===== src/rtl/pulse_stretch_tx.sv =====
// Turns single-cycle event strobes into fixed-length level pulses separated by a guaranteed low gap.
// Events that arrive while busy wait in a saturating counter. Define PULSE_STRETCH_TX_OVF_EN to get the sticky ovf_o drop flag.
module pulse_stretch_tx #(
  parameter  int HIGH_CYCLES = 3,
  parameter  int LOW_CYCLES  = 3,
  parameter  int PEND_DEPTH  = 4,
  localparam int PEND_W      = $clog2(PEND_DEPTH + 1)
) (
  input  logic              clk_i,
  input  logic              rst_i,
  input  logic              pulse_i,
  output logic              sig_o,
  output logic              busy_o,
  output logic [PEND_W-1:0] pend_o
`ifdef PULSE_STRETCH_TX_OVF_EN
  ,
  output logic              ovf_o
`endif
);

  localparam int MAXC = (HIGH_CYCLES > LOW_CYCLES) ? HIGH_CYCLES : LOW_CYCLES;
  localparam int CW   = (MAXC > 1) ? $clog2(MAXC) : 1;

  if (HIGH_CYCLES < 1) begin : g_bad_high
    $error("pulse_stretch_tx: HIGH_CYCLES must be >= 1");
  end
  if (LOW_CYCLES < 1) begin : g_bad_low
    $error("pulse_stretch_tx: LOW_CYCLES must be >= 1");
  end
  if (PEND_DEPTH < 1) begin : g_bad_depth
    $error("pulse_stretch_tx: PEND_DEPTH must be >= 1");
  end

  typedef enum logic [1:0] {
    S_IDLE,
    S_HIGH,
    S_LOW
  } state_t;

  state_t            r_state;
  logic [CW-1:0]     r_cnt;
  logic              r_sig;
  logic [PEND_W-1:0] r_pend;

  logic w_lastLow;
  logic w_qLaunch;
  logic w_direct;
  logic w_enqReq;
  logic w_drop;

  // A launch from the queue takes priority in the last LOW cycle, so a simultaneous new event queues instead of launching.
  always_comb begin
    w_lastLow = (r_state == S_LOW) && (r_cnt == '0);
    w_qLaunch = w_lastLow && (r_pend != '0);
    w_direct  = pulse_i && ((r_state == S_IDLE) || (w_lastLow && (r_pend == '0)));
    w_enqReq  = pulse_i && !w_direct;
    w_drop    = w_enqReq && !w_qLaunch && (r_pend == PEND_W'(PEND_DEPTH));
  end

  always_ff @(posedge clk_i) begin
    if (rst_i) begin
      r_state <= S_IDLE;
      r_cnt   <= '0;
      r_sig   <= 1'b0;
      r_pend  <= '0;
    end else begin
      case (r_state)
        S_IDLE: begin
          if (pulse_i) begin
            r_state <= S_HIGH;
            r_sig   <= 1'b1;
            r_cnt   <= CW'(HIGH_CYCLES - 1);
          end
        end
        S_HIGH: begin
          if (r_cnt == '0) begin
            r_state <= S_LOW;
            r_sig   <= 1'b0;
            r_cnt   <= CW'(LOW_CYCLES - 1);
          end else begin
            r_cnt <= r_cnt - CW'(1);
          end
        end
        S_LOW: begin
          if (r_cnt != '0) begin
            r_cnt <= r_cnt - CW'(1);
          end else if (w_qLaunch || w_direct) begin
            r_state <= S_HIGH;
            r_sig   <= 1'b1;
            r_cnt   <= CW'(HIGH_CYCLES - 1);
          end else begin
            r_state <= S_IDLE;
          end
        end
        default: begin
          r_state <= S_IDLE;
          r_sig   <= 1'b0;
          r_cnt   <= '0;
        end
      endcase

      if (w_qLaunch && !w_enqReq) begin
        r_pend <= r_pend - PEND_W'(1);
      end else if (!w_qLaunch && w_enqReq && !w_drop) begin
        r_pend <= r_pend + PEND_W'(1);
      end
    end
  end

  assign sig_o  = r_sig;
  assign busy_o = (r_state != S_IDLE);
  assign pend_o = r_pend;

`ifdef PULSE_STRETCH_TX_OVF_EN
  logic r_ovf;

  // Sticky: only reset clears it.
  always_ff @(posedge clk_i) begin
    if (rst_i) begin
      r_ovf <= 1'b0;
    end else if (w_drop) begin
      r_ovf <= 1'b1;
    end
  end

  assign ovf_o = r_ovf;
`else
  // Without the flag a dropped event leaves no trace.
  logic w_unusedDrop;
  assign w_unusedDrop = w_drop;
`endif

endmodule


===== config.mk =====
export PLATFORM = sky130hd
export DESIGN_NAME = pulse_stretch_tx
export DESIGN_NICKNAME = d
export VERILOG_FILES = /design/src/rtl/pulse_stretch_tx.sv
export SDC_FILE = /design/constraint.sdc
export NUM_CORES = 1
export LEC_CHECK = 0
export ABC_AREA = 1
export CELL_PAD_IN_SITES_DETAIL_PLACEMENT = 1
export CELL_PAD_IN_SITES_GLOBAL_PLACEMENT = 2
export CORE_UTILIZATION = 30
export CTS_CLUSTER_SIZE = 14
export DETAILED_ROUTE_END_ITERATION = 10
export PLACE_DENSITY = 0.86
export SYNTH_ARGS = -nofsm -noshare
export SYNTH_HDL_FRONTEND = slang
export SYNTH_SLANG_ARGS = --single-unit

===== constraint.sdc =====
create_clock -name clk_i -period 4 [get_ports clk_i]
set_input_delay 1 -clock clk_i [delete_from_list [all_inputs] [get_ports clk_i]]
set_output_delay 1 -clock clk_i [all_outputs]
set_load 0.02 [all_outputs]

Word level (Yosys, flattened, before mapping)
Index checks and enable logic that the tools add are counted.
- input bits: 3
- flip-flop bits (word level): 8
- logic and storage cells: 57
- output and inout bits: 5
- add/subtract/negate cells: 3
- equality and inequality tests: 8
- muxes and demuxes: 17
- reduce and logical (&&, ||, !) cells: 25
- operator list (cell ; number):
    2-bit two-way mux ; 7
    2-bit case mux with 3 select lines ; 2
    1-bit logical AND ; 9
    3-bit two-way mux ; 2
    2-bit != test, second input constant ; 3
    2-bit nonzero test ; 3
    1-bit two-way mux ; 5
    1-bit zero test ; 4
    2-bit zero test ; 2
    4-bit AND reduction ; 1
    3-bit by 1-bit adder with 3-bit output, second input constant ; 1
    3-bit equality test, second input constant ; 1
    3-bit zero test ; 1
    3-bit by 1-bit != test with 1-bit output, second input constant ; 1
    1-bit case mux with 3 select lines ; 1
    3-bit AND reduction ; 1
    3-bit nonzero test ; 1
    3-bit by 1-bit subtractor with 3-bit output, second input constant ; 1
    2-bit by 1-bit equality test with 1-bit output, second input constant ; 1
    2-bit equality test, second input constant ; 1
    1-bit logical OR ; 2
    2-bit by 1-bit != test with 1-bit output, second input constant ; 1
    2-bit AND reduction ; 1
    2-bit by 1-bit subtractor with 2-bit output, second input constant ; 1

Longest topological paths before layout
Gate-level depths: netlist of the first run.
- depth after elaboration: 13
- depth in mapped cells: 11
- gate-level depth less buffers: 11

Worst setup path before layout of the first run
OpenSTA, ideal clock, no wires.
- path kind: input-to-reg
- start: in pulse_i
- end: reg r_pend[2] (netlist: pend_o[2])
- path slack: 1.957 ns
- setup time: 0.113 ns
- stages on the path: 7
- arrival: 1.930 ns
- cell sequence: inv_2 > o211ai_4 > fa_1 > inv_1 > nand4_1 > a21oi_2 > nor2_2
- cells in the longest elaborated chain, start to end: 8
- elaborated cells on any way between the ends: 11
- classes of those cells: 1 x mux; 10 x reduce/logical
- ends and longest elaborated chain (what ; line ; RTL):
    from (decl) ; 11 ; input logic pulse_i,
    1-bit logical AND ; 55 ; w_direct = pulse_i && ((r_state == S_IDLE) || (w_lastLow && (r_pend == '0)));
    1-bit zero test ; 56 ; w_enqReq = pulse_i && !w_direct;
    1-bit logical AND * ; 56 ;
    1-bit logical AND ; 57, 104 ;
    1-bit logical AND ; 57 ; w_drop = w_enqReq && !w_qLaunch && (r_pend == PEND_W'(PEND_DEPTH));
    1-bit zero test ; 104 ; end else if (!w_qLaunch && w_enqReq && !w_drop) begin
    1-bit logical AND ; 104 ;
    2-bit nonzero test (no source line) ; n/a ;
    to (signal assigned) ; 103 ; r_pend <= r_pend - PEND_W'(1);
    to (signal assigned) ; 105 ; r_pend <= r_pend + PEND_W'(1);
    to (decl) ; 43 ; logic [PEND_W-1:0] r_pend;
Mark *: on every way between the ends. The rest lies on a longest branch, timed or not.
A chain may end at the register's enable or synchronous reset.

Worst setup path in the final report of the first run
- start: reg r_state[1]
- end: out busy_o
- cells in the longest elaborated chain, start to end: 1
- ends and longest elaborated chain (what ; line ; RTL):
    from (decl) ; 40 ; state_t r_state;
    from (signal assigned) ; 62 ; r_state <= S_IDLE;
    from (signal assigned) ; 70 ; r_state <= S_HIGH;
    from (signal assigned) ; 77 ; r_state <= S_LOW;
    2-bit nonzero test ; 111 ; assign busy_o = (r_state != S_IDLE);
    to (decl) ; 13 ; output logic busy_o,
Every way passes these cells.

==> results of run 1 <==
==> kinds of logic after synthesis <==
logic type | Yosys count | synth area share [%]
AND/OR/NAND/NOR | 33 | 31.8
AO/OA/AOI/OAI | 16 | 20.0
buffers and inverters | 15 | 10.4
flip-flops | 8 | 29.5
adder cells (fa/ha/maj) | 3 | 8.29
==> sequential cells by signal, indices dropped and copies added, names as in the netlist <==
signal / flops
r_state: 2
pend_o: 3
sig_o: 1
r_cnt: 2
==> routing by layer <==
metal	routed length (um)	share of wire, %	vias up	track usage (%)
li1	-	-	260	-
met1	594	51	224	20.4
met2	527	45	7	20.6
met3	28	2.4	4	2.86
met4	22	1.9	0	9.09
met5	0	0	-	0
==> cell usage in the layout (no fill, tap or decap) <==
master and instances:
nor2_1 5, clkbuf_4 3, nor3_1 1, dfxtp_1 8
o21ai_2 1, o21ai_1 1, a21oi_1 8, ha_1 2
nand2_2 1, nor3_2 1, o211ai_4 1, nand3_2 2
inv_1 11, a21boi_1 1, nand3_1 3, nand2_1 13
nor2_2 5, a21oi_2 1, clkinv_1 1, o21ai_0 2
inv_2 3, clkdlybuf4s50_1 7, nand4_1 1, fa_1 1
a22oi_1 1, nor2_4 1
==> power groups by stage <==
stage / sequential, W / clock (W) / combinational, W
after global placement: 0.000110 / 0 / 0.000173
final: 0.000109 / 0.0000652 / 0.000175
after floorplan: 0.000119 / 0 / 0.000118
after CTS: 0.000109 / 0.0000665 / 0.000177
after global routing: 0.000112 / 0.0000680 / 0.000199
after detailed placement: 0.000111 / 0 / 0.000178
==> critical path: stages, from the launching register on <==
cell and delay (ps):
dfxtp_1 360, nor2_2 340, inv_2 90, clkdlybuf4s50_1 550
==> per-stage QoR <==
step,area [um^2],utilization (%),hold slack (ps)
finish,667,39.0,463
global route,667,39.0,503
CTS,667,39.0,474
detailed placement,644,37.7,462
global placement,644,37.7,456
floorplan,543,-,451
==> layout make-up <==
type                    count  area share (%)
clock buffers               3            3.38
inverters                  15            8.44
multi-input cells          52            49.0
flip-flops and latches      8            24.0
well taps                  25            4.69
repair buffers              7            10.5
==> final timing paths <==
kind              depth (start not counted)  slack (ps)        end
hold / removal                            2         460      sig_o
setup reg to reg                         10        2080  pend_o[2]
hold reg to reg                           2         460      sig_o
setup / recovery                          3        1420     busy_o
==> results.md, run 1 <==
- Setup-failing EPs final: 0
- Setup crit start: r_state[1]
- Reg-to-Reg Start: r_cnt[0]
- IO Pins: 8
- Std-Cell Rows: 15
- Most frequent cell after synthesis: nand2_1
- Startpoint Class: flip-flop
- Vert. Die Dim: ~45 um
- Synth Warn #: 0
- Top post-synthesis cells by area: dfxtp_1 (29%), nand2_1 (9.0%), inv_1 (7.6%), a21oi_1 (7.4%), nor2_2 (5.8%)
- Routability cong.: approximately 0.74
- CTS hold repair buffers: 0
- Multi-input gate area: between 300 and 400 um^2
- Drt wl/cell: roughly 11 um
- Starting Density: 31.8%
- Core ar.: 1710 um^2
- Worst hold-check path type: flip-flop to flip-flop
- Critical setup path kind: flip-flop to output pin
- Via count: a little under 500
- Final ANT Viol Nets: 0
- Unique masters post-synth: 24
- Final hold vios: 0
- Final Max Tran Viols: 0
- Initial antenna violation count: 0
- Worst slew pin tran: between 300 and 400 ps
- Fillers: ~230
- Worst hold start: sig_o
- Synth cell count leaders: nand2_1 (13), inv_1 (11), a21oi_1 (8), dfxtp_1 (8)
- Routed WL: about 1.2 mm
- Ys flop type: dfxtp_1
- Synth top area share: 29.5%
- Clock Sinks: 8
- EDFF count, synth: 0
- P&R area growth vs syn: 22.8%
- Setup slack after layout: 1420 ps
- Placement Setup Slack: ~1200 ps
- Worst-Skew Late Latency: ~260 ps
- Worst path arrival time: 1580 ps
- Post-synth ARST share: 0%
- Largest net degree at the start of global routing: 8
- Combinational Power Share: approximately half
- Residual DRC: 0
- Post-CTS Setup Bufs: 0
- H-Tree Depth: 1
- Slew Limit Headroom: about three quarters
- Syn_nets: 81
- TritonRoute pass-1 iters: 3
- CP Data Required Time: 3000 ps
- Dpl hpwl: approximately 990 um
- Sequential fraction of the synthesis area: around 29%
- CP endpoint kind: output pin
- Clk buf depth: 2
- Vias in the first global route: 488
- Yosys top cell by area: dfxtp_1
- Status: complete, no violations
- Via density: 4.50
- Switch Pwr: 0.000154 W
- Placed cell count: roughly 110
- CP Max Fanout: 5
- VDD IR-drop max: around 0.00024 V
- CTS tree: built
- GRT Util Overall: 14.7%
- Unrepaired setup endpoints after global routing: false
- Switching part of the total power: between 40% and 50%
- Leak pwr: roughly 0.29 nW
- Nets: 93
- Die width: approximately 45 um
- Synth Instances: 75
- Reg power frac: 31.2%
- Layout cells sized above 1: between 20% and 30%
- Avg Synthesized Cell Area: slightly above 7 um^2
- Clk pin slew, worst setup/hold paths: 60 ps
- Post_cts resized: 0
- Pwr Total: between 0.0003 and 0.0004 W
- Clock root cell: clkbuf_4
- Overflow after GRT: 0
- Final Skew: 4.77 ps
- # diodes: 0
- Fin cells: 110
- Power per cell area: between 500 and 600 nW/um^2
- P_int: slightly below 0.0002 W
- Minimum clock period: about 2600 ps
- Register area: between 150 and 200 um^2
- Max-Cap Viols: 0
- Setup TNS Final: 0 ps
- Period utilization: around 65%
- Clock share of power: 18.6%
- Initial DRC Count: 2
- Mapped Area: ~540 um^2
- Seq cells post-synth: 8
- First-pass GRT wire length: between 2 and 2.5 mm
- CTS Buf Count: 3
- Die area: 1980 um^2
- Buffers on Ports: 7
- FMAX: between 300 and 400 MHz
No activity file was read; power rests on OpenSTA's default activity.
==> run 2: changes to the inputs <==
CORE_UTILIZATION = 28   (was 30)
PLACE_DENSITY = 0.82   (was 0.86)
clock period = 2.55 ns   (was 4 ns; I/O delays follow)
==> results.md, run 2 (synthesis results as in run 1) <==
- Status: complete, no violations
- Period utilization: roughly four fifths
- Switching part of the total power: 43.8% (-0.20 points)
- Overflow after GRT: 0 (unchanged)
- Switch Pwr: 0.000245 W (+59%)
- Worst hold start: sig_o
- Clock share of power: 19.0% (+0.4 points)
- Routed WL: 1.19 mm (+1.7%)
- CTS Buf Count: 3 (unchanged)
- Leak pwr: 0.304 nW (+3.2%)
- Starting Density: 30.8% (-1.0 points)
- Worst path cell trace: nor2_2, inv_2, clkdlybuf4s50_1
- Commonest non-fill, non-tap cell in the layout: nand2_1
- Final hold slack: 466 ps (+2.92 ps)
- Core ar.: 1760 um^2 (+3.3%)
- Largest net degree at the start of global routing: 7 (-1)
- Placement Setup Slack: 329 ps (-863 ps)
- FMAX: 487 MHz
- TritonRoute pass-1 iters: 4 (+1)
- Die width: 46.0 um (+3.4%)
- Worst path arrival time: 1420 ps (-160 ps)
- Worst hold-check path type: flip-flop to flip-flop
- Reg power frac: 30.4% (-0.8 points)
- Worst-Skew Late Latency: 260 ps (about the same)
- CP Depth: 3 (unchanged)
- Drt wl/cell: 10.7 um (-0.11%)
- Final hold vios: 0 (unchanged)
- Unrepaired setup endpoints after global routing: false
- Residual DRC: 0 (unchanged)
- Buffers on Ports: 7 (unchanged)
- Placed cell count: 109 (+1.9%)
- H-Tree Depth: 1 (unchanged)
- Most frequent cells in the layout: nand2_1 (13), inv_1 (11), a21oi_1 (8), dfxtp_1 (8), clkdlybuf4s50_1 (7)
- Via count: 500 (+1.0%)
- R2R cell count: 10 (unchanged)
- Hold depth: 2 (unchanged)
- Initial DRC Count: 3 (+1)
- Setup-failing EPs final: 0 (unchanged)
- Minimum clock period: ~2000 ps
- CTS hold repair buffers: 0 (unchanged)
- Met2 Resource Use GR: 21.4% (+0.82 points)
- Setup TNS Final: 0 ps (unchanged)
- Vias in the first global route: 485 (-0.61%)
- M1 GR Usage: 20.7% (+0.32 points)
- Routability cong.: 0.697 (-5.7%)
- Vert. Die Dim: 46.0 um (+3.4%)
- Clk pin slew, worst setup/hold paths: 60 ps (about the same)
- Clock Sinks: 8 (unchanged)
- Post_cts resized: 0 (unchanged)
- Met3 GRT Util: 2.38% (-0.48 points)
- Final ANT Viol Nets: 0 (unchanged)
- Std-Cell Rows: 15 (unchanged)
- Critical setup path kind: flip-flop to output pin
- Fillers: 245 (+8.4%)
- Startpoint Class: flip-flop
- Fin cells: 112 (+1.8%)
- Nets: 95 (+2.2%)
- CP Max Fanout: 5 (unchanged)
- CP endpoint kind: output pin
- GR peak layer: met2
- Buf/Inv on CP: 2 (unchanged)
- Reg-to-Reg Start: r_cnt[0]
- CTS tree: built
- IO Pins: 8 (unchanged)
- Power per cell area: 821 nW/um^2 (+57%)
- Slew Limit Headroom: 83.1% (+7.7 points)
- Final Skew: 3.38 ps (-1.39 ps)
- Post-CTS Setup Bufs: 0 (unchanged)
- Slowest CP cell: clkdlybuf4s50_1
- Die area: 2120 um^2 (+6.8%)
- Combinational Power Share: 50.6% (+0.5 points)
- First-pass GRT wire length: 2.19 mm (+5.7%)
- Clk buf depth: 2 (unchanged)
- Setup crit start: r_state[1]
- Via density: 4.46 (-0.79%)
- CP Data Required Time: 1910 ps (-1090 ps)
- CP top delay family: buffers and inverters
- # diodes: 0 (unchanged)
- Setup slack after layout: 497 ps (-920 ps)
- P&R area growth vs syn: 25.6%
- Clock root cell: clkbuf_4
- Layout cells sized above 1: 24.1% (+1.8 points)
- Max-Cap Viols: 0 (unchanged)
- Dpl hpwl: 962 um (-2.6%)
- Final Max Tran Viols: 0 (unchanged)
- P_int: 0.000314 W (+61%)
- Largest register FFs: 3 (unchanged)
- GRT Util Overall: 15.4% (+0.74 points)
- Initial antenna violation count: 0 (unchanged)
- Worst slew pin tran: 252 ps (-117 ps)
- VDD IR-drop max: 0.000383 V (+59%)
- Crit-path max cell delay: 590 ps (+40 ps)
[run 2: cell types whose count changed in the layout (fill, tap and decap cells not counted), sizes merged]
cell  previous run  this run
buf              0         2
[run 2: final cells by class]
class,instances,area (um^2),area share [%]
Timing Repair Buffer,9,85.1,12.5
Tap cell,25,31.3,4.59
Inverter,15,56.3,8.26
Clock buffer,3,22.5,3.30
Multi-Input combinational cell,52,327,47.9
Sequential cell,8,160,23.5
[run 2: through the flow]
stage / util (%) / power (W) / instance area, um^2
6_report: 38.7 / 0.000560 / 682
4_1_cts: 38.7 / 0.000568 / 682
5_1_grt: 38.7 / 0.000613 / 682
2_1_floorplan: - / 0.000372 / 543
3_3_place_gp: 37.4 / 0.000457 / 659
3_5_place_dp: 37.4 / 0.000460 / 659
[run 2: power by group through the flow]
stage	Sequential (W)	Combinational [W]	Clock [W]
2_1_floorplan	0.000186	0.000185	0
4_1_cts	0.000172	0.000287	0.000109
5_1_grt	0.000175	0.000324	0.000113
6_report	0.000170	0.000283	0.000106
3_5_place_dp	0.000174	0.000286	0
3_3_place_gp	0.000173	0.000284	0
[run 2: final timing paths]
| check | end | slack (ps) |
|---|---|---|
| setup / recovery | busy_o | 500 |
| hold / removal | sig_o | 470 |
| setup reg to reg | pend_o[2] | 700 |
| hold reg to reg | sig_o | 470 |
[run 2: layer usage]
layer | share of wire, % | wire (um) | up-vias
li1 | - | - | 266
met1 | 51 | 609 | 223
met2 | 43 | 514 | 7
met3 | 2.3 | 28 | 4
met4 | 3.4 | 41 | 0
met5 | 0 | 0 | -
[run 2: worst reg2reg max path, cell delays in order (launching register included)]
cell	delay [ps]
dfxtp_1	310
inv_1	80
ha_1	190
nand3_2	150
clkinv_1	110
o211ai_4	100
fa_1	420
inv_1	80
nand4_1	130
a21oi_2	150
nor2_2	40
